`src/rtl/bus_pkg.sv`:
```
// Shared definitions for the two-master bus arbiter: FSM encoding, strobe width
// and master index constants.
package bus_pkg;

    localparam int DS_W = 2;
    localparam int M0   = 0;
    localparam int M1   = 1;

    typedef enum logic [1:0] {
        ST_IDLE    = 2'd0,
        ST_BUSY    = 2'd1,
        ST_RECOVER = 2'd2,
        ST_HOLD0   = 2'd3
    } state_t;

endpackage

```
`src/rtl/arb_pick2.sv`:
```
// Two-way request picker: round-robin against the last served master, or
// fixed priority with m0 winning ties.
module arb_pick2 #(
    parameter int RR = 1
) (
    input  logic [1:0] req,
    input  logic       last,
    output logic [1:0] pick
);

    always_comb begin
        pick = 2'b00;
        case (req)
            2'b01:   pick = 2'b01;
            2'b10:   pick = 2'b10;
            // last=1 means m1 was served most recently
            2'b11:   pick = ((RR != 0) && !last) ? 2'b10 : 2'b01;
            default: pick = 2'b00;
        endcase
    end

endmodule

```
`src/rtl/bus_arbiter.sv`:
```
// Two-master arbiter in front of the slave bus: grants one master at a time,
// forwards its cycle, routes ack back and aborts cycles that are never acked.
//
//   state   | meaning
//   --------+-------------------------------------------------------------
//   IDLE    | bus free, sample both requests and pick an owner
//   BUSY    | cycle forwarded to slave, waiting for s_ack or timeout
//   RECOVER | one dead cycle after a cycle ends, masters drop req
//   HOLD0   | m0 holds the bus between locked cycles, m1 blocked
module bus_arbiter
    import bus_pkg::*;
#(
    parameter int ADDR_W  = 32,
    parameter int DATA_W  = 16,
    parameter int RR      = 1,
    parameter int TIMEOUT = 255
) (
    input  logic              clk,
    input  logic              reset,

    input  logic              m0_req,
    input  logic [ADDR_W-1:0] m0_addr,
    input  logic [DATA_W-1:0] m0_write,
    input  logic [DS_W-1:0]   m0_ds,
    input  logic              m0_rw,
    input  logic              m0_lock,
    output logic [DATA_W-1:0] m0_read,
    output logic              m0_ack,
    output logic              m0_err,

    input  logic              m1_req,
    input  logic [ADDR_W-1:0] m1_addr,
    input  logic [DATA_W-1:0] m1_write,
    input  logic [DS_W-1:0]   m1_ds,
    input  logic              m1_rw,
    output logic [DATA_W-1:0] m1_read,
    output logic              m1_ack,
    output logic              m1_err,

    output logic [ADDR_W-1:0] s_addr,
    output logic [DATA_W-1:0] s_write,
    output logic [DS_W-1:0]   s_ds,
    output logic              s_rw,
    input  logic [DATA_W-1:0] s_read,
    input  logic              s_ack,

    output logic [1:0]        grant,
    output logic              timeout_seen
);

    // A zero TIMEOUT still needs a legal one-bit timer vector.
    localparam int TMR_W = (TIMEOUT > 0) ? $clog2(TIMEOUT + 1) : 1;
    localparam logic [TMR_W-1:0] TMR_LAST = (TIMEOUT > 0) ? TMR_W'(TIMEOUT - 1) : '0;

    state_t           state, state_nx;
    logic [1:0]       grant_q, grant_nx;
    logic             last_q, last_nx;
    logic [TMR_W-1:0] timer_q, timer_nx;
    logic [1:0]       err_q, err_nx;
    logic             tseen_q, tseen_nx;
    logic [1:0]       pick;
    logic             busy;
    logic             expired;

    arb_pick2 #(.RR(RR)) u_pick (
        .req  ({m1_req, m0_req}),
        .last (last_q),
        .pick (pick)
    );

    assign busy    = (state == ST_BUSY);
    assign expired = (TIMEOUT != 0) && (timer_q == TMR_LAST);

    always_ff @(posedge clk) begin
        if (reset) begin
            state   <= ST_IDLE;
            grant_q <= 2'b00;
            last_q  <= 1'b1;
            timer_q <= '0;
            err_q   <= 2'b00;
            tseen_q <= 1'b0;
        end else begin
            state   <= state_nx;
            grant_q <= grant_nx;
            last_q  <= last_nx;
            timer_q <= timer_nx;
            err_q   <= err_nx;
            tseen_q <= tseen_nx;
        end
    end

    always_comb begin
        state_nx = state;
        grant_nx = grant_q;
        last_nx  = last_q;
        timer_nx = '0;
        err_nx   = 2'b00;
        tseen_nx = tseen_q;
        case (state)
            ST_IDLE: begin
                if (pick != 2'b00) begin
                    grant_nx = pick;
                    state_nx = ST_BUSY;
                end
            end
            ST_HOLD0: begin
                if (m0_req) begin
                    grant_nx = 2'b01;
                    state_nx = ST_BUSY;
                end else if (!m0_lock) begin
                    state_nx = ST_IDLE;
                end
            end
            ST_BUSY: begin
                // An ack landing on the expiry cycle still completes normally.
                if (s_ack) begin
                    last_nx  = grant_q[M1];
                    grant_nx = 2'b00;
                    state_nx = (grant_q[M0] && m0_lock) ? ST_HOLD0 : ST_RECOVER;
                end else if (expired) begin
                    err_nx   = grant_q;
                    tseen_nx = 1'b1;
                    grant_nx = 2'b00;
                    state_nx = ST_RECOVER;
                end else if (TIMEOUT != 0) begin
                    timer_nx = timer_q + TMR_W'(1);
                end
            end
            ST_RECOVER: begin
                state_nx = ST_IDLE;
            end
            default: begin
                state_nx = ST_IDLE;
                grant_nx = 2'b00;
            end
        endcase
    end

    // grant_q is zero outside BUSY, so the idle mux value is m0's.
    assign s_addr  = grant_q[M1] ? m1_addr  : m0_addr;
    assign s_write = grant_q[M1] ? m1_write : m0_write;
    assign s_rw    = grant_q[M1] ? m1_rw    : m0_rw;
    assign s_ds    = busy ? (grant_q[M1] ? m1_ds : m0_ds) : '0;

    assign m0_ack  = busy & s_ack & grant_q[M0];
    assign m1_ack  = busy & s_ack & grant_q[M1];
    assign m0_err  = err_q[M0];
    assign m1_err  = err_q[M1];
    assign m0_read = s_read;
    assign m1_read = s_read;

    assign grant        = grant_q;
    assign timeout_seen = tseen_q;

endmodule
```
`config.mk`:
```
export PLATFORM = sky130hd
export DESIGN_NAME = bus_arbiter
export DESIGN_NICKNAME = d
export VERILOG_FILES = /design/src/rtl/bus_pkg.sv /design/src/rtl/arb_pick2.sv /design/src/rtl/bus_arbiter.sv
export SDC_FILE = /design/constraint.sdc
export NUM_CORES = 1
export LEC_CHECK = 0
export BUFFER_PORTS_ARGS = -buffer_cell sky130_fd_sc_hd__buf_2
export CORE_AREA = 2 2 83 85
export CTS_CLUSTER_DIAMETER = 80
export DETAILED_ROUTE_END_ITERATION = 8
export DIE_AREA = 0 0 85 87
export PLACE_DENSITY = 0.66
export SETUP_SLACK_MARGIN = 0.02
export SYNTH_ARGS = -nofsm -noshare
export SYNTH_HDL_FRONTEND = slang
export SYNTH_SLANG_ARGS = --single-unit
```
`constraint.sdc`:
```
create_clock -name clk -period 2.1 [get_ports clk]
set_input_delay 0.42 -clock clk [delete_from_list [all_inputs] [get_ports clk]]
set_output_delay 0.42 -clock clk [all_outputs]
set_load 0.03 [all_outputs]
```
==> impl_metrics.csv <==
group,metric,value,unit
sta,setup_viol,0,
synth,synth-async-reset-ratio,0,%
run,cap_violations,0,
global_route,grt_antenna_before_repair,0,
worst_setup_path,cp_max_fo,10,
sta,fin_crit_sh,88.80,%
global_route,grt_start_max_net_pins,42,
synth,synth_nets,297,
cts,clk_path_buf_depth,2,
power_and_ir_drop,ir_drop,0.2529,mV
finish,antenna_cells,0,
sta,fmax,536.2,MHz
synth,yosys_most_used_dff,"dfxtp_1",
outcome,status,"completed",
sta,skew,0.004837,ns
worst_setup_path,end_kind,"primary output",
power_and_ir_drop,p_seq_share,27.5,%
synth,synth_edf_count,0,
synth,synthCells,171,
min_path,whs_path_depth,2,
cts,insertion_delay,0.26,ns
min_path,hp-class,"in2reg",
worst_setup_path,crit_path_start_kind,"register",
worst_setup_path,worstPathArrival,1.44,ns
synth,synth.area.top_cells,"mux2_2 35%, dfxtp_1 20%, buf_4 15%",
floorplan,die_h,87,µm
placed_design,port_buffers,165,
worst_setup_path,crit_type,"reg2out",
drt,vias_per_cell,4.439,
placed_design,place_congestion,0.8217,
cts,clock_sinks,16,
cts,root_buffer,"clkbuf_8",
global_route,grt_pass1_wl,8514,µm
cts,path_clk_slew,0.07,ns
synth,syn_area_per_cell,9.278,µm²
power_and_ir_drop,power.switching,493.3,µW
drt,drt-initial-drc-count,68,
sta,tns,0,ns
sta,rsz0062_at_grt,"false",
cts,cts_hold_buf,0,
power_and_ir_drop,clock_power_share,22.9,%
synth,synth_cell_types,32,
finish,area_growth,45.90,%
drt,final_antenna_net_count,0,
placed_design,hpwl,5580,µm
sta,slew_headroom,75.41,%
cts,cts_tree,"yes",
synth,synth_top_area_share,34.78,%
sta,final_max_slew_viol_count,0,
sta,finalHoldViolCount,0,
sta,worstMarginPinSlew,0.3683,ns
synth,yosys_warnings,0,
finish,layout_commonest_cell,"buf_2",
worst_setup_path,crit_required,1.68,ns
floorplan,initial_core_util,24.15,%
global_route,grtUsageTotal,15.36,%
floorplan,io_pins,214,
cts,cts_setup_buffers,0,
drt,drc,0,
finish,final_util,35.24,%
cts,cts_max_level,1,
floorplan,die_w,85,µm
power_and_ir_drop,power.leakage,0.001172,µW
cts,ctsResizeCount,0,
drt,vias,1700,
synth,syn_area,0.001587,mm²
global_route,grt_pass1_vias,1560,
floorplan,rows,30,
finish,drive_above_1_share,75.58,%
drt,post_drt_wl_per_cell,16.78,µm
drt,drtPass1Iterations,4,
global_route,gr-total-overflow,0,
finish,mostFrequentLayoutCells,"165 x buf_2, 49 x mux2_2, 15 x dfxtp_1",
sta,fin_crit,1.865,ns
finish,layout.nets,430,
synth,yosysSeqAreaShare,20.19,%
power_and_ir_drop,p_comb_share,49.6,%
power_and_ir_drop,switching_share,40.10,%
cts,numCtsBuffers,3,
power_and_ir_drop,intPower,736.9,µW
power_and_ir_drop,p_per_area,531.5,mW/mm²
worst_setup_path,reg2reg_slack,0.61,ns
floorplan,fp.dieArea,0.007395,mm²
floorplan,coreArea,0.006569,mm²
worst_setup_path,ff2ff_path_depth,6,
synth,ys_ff_latch,16,
drt,wl,6425,µm
synth,synth_area_leader_cell,"mux2_2",
==> power groups by stage <==
stage / Sequential, µW / Combinational (µW) / Clock [µW]
final: 338 / 611 / 281
after global routing: 340 / 646 / 311
after CTS: 337 / 619 / 297
after detailed placement: 344 / 616 / 0
after global placement: 344 / 613 / 0
after floorplan: 342 / 506 / 0
==> critical path, cell delays in order (launching register included) <==
cell	delay, ns
dfxtp_1	0.54
nor2b_1	0.23
and3_1	0.20
buf_2	0.21
==> metal layers <==
metal  up-vias  global-route usage (%)  wire, µm
li1        822                       -         -
met1       768                   19.32      2700
met2       102                   25.00      3014
met3         8                   5.498       646
met4         0                   3.896        65
met5         -                       0         0
==> Yosys cell counts, types with 2 or more instances <==
master    n
a21oi_1   3
ha_1      2
and3_1    2
xor2_1    3
a21o_1    2
inv_1     4
nand2_1   9
mux2_2   49
dfxtp_1  16
nor3_1    2
buf_4    32
nor2_1   12
xnor2_1   3
mux2i_1   3
nor2b_1   2
buf_2     6
nand3_1   5
and2_1    2
==> final cells by class <==
| class | count | area [µm²] |
|---|---|---|
| Clock buffer | 4 | 55.05 |
| Fill cell | 699 | 4254 |
| Inverter | 4 | 15.01 |
| Multi-Input combinational cell | 112 | 969.7 |
| Sequential cell | 16 | 321.6 |
| Tap cell | 80 | 100.1 |
| Timing Repair Buffer | 167 | 853.3 |
==> logic make-up (layout without fill, tap and decap cells) <==
logic type | Yosys count | count (layout) | synth area share, %
and+or+nand+nor | 41 | 41 | 14.19
muxes | 52 | 52 | 36.67
xor gates and xnor gates | 6 | 6 | 3.313
AOI/OAI and AO/OA | 11 | 11 | 5.362
adders and majority gates | 2 | 2 | 1.577
DFF | 16 | 16 | 20.19
buffers and inverters | 43 | 175 | 18.69
==> registers in the layout, summed over array words and instances (netlist names) <==
register and count:
err_q 2, grant 2, timer_q 8, state 2
timeout_seen 1, last_q 1
==> metrics by stage <==
| step | setup WS [ns] | hold slack (ns) | cell area (µm²) | total power (µW) | std cells |
|---|---|---|---|---|---|
| finish | 0.2352 | 0.4207 | 2315 | 1230 | 383 |
| global route | 0.1011 | 0.4152 | 2315 | 1297 | 383 |
| CTS | 0.2434 | 0.4059 | 2315 | 1253 | 383 |
| detailed placement | 0.5313 | 0.4535 | 2260 | 960.9 | 379 |
| global placement | 0.5558 | 0.4555 | 2260 | 957.4 | 379 |
| floorplan | 0.2523 | 0.4353 | 1587 | 847.9 | 171 |
==> final timing paths <==
check / start / endpoint
worst max register to register: timer_q[0]$_SDFF_PP0_ / grant[1]$_SDFFE_PP0P_
worst max-delay path: state[0]$_SDFFE_PP0P_ / m1_ack
worst min-delay path: reset / state[0]$_SDFFE_PP0P_
worst min register to register: last_q$_SDFFE_PP1N_ / last_q$_SDFFE_PP1N_
Note: power is estimated with default switching activity, not from simulation.
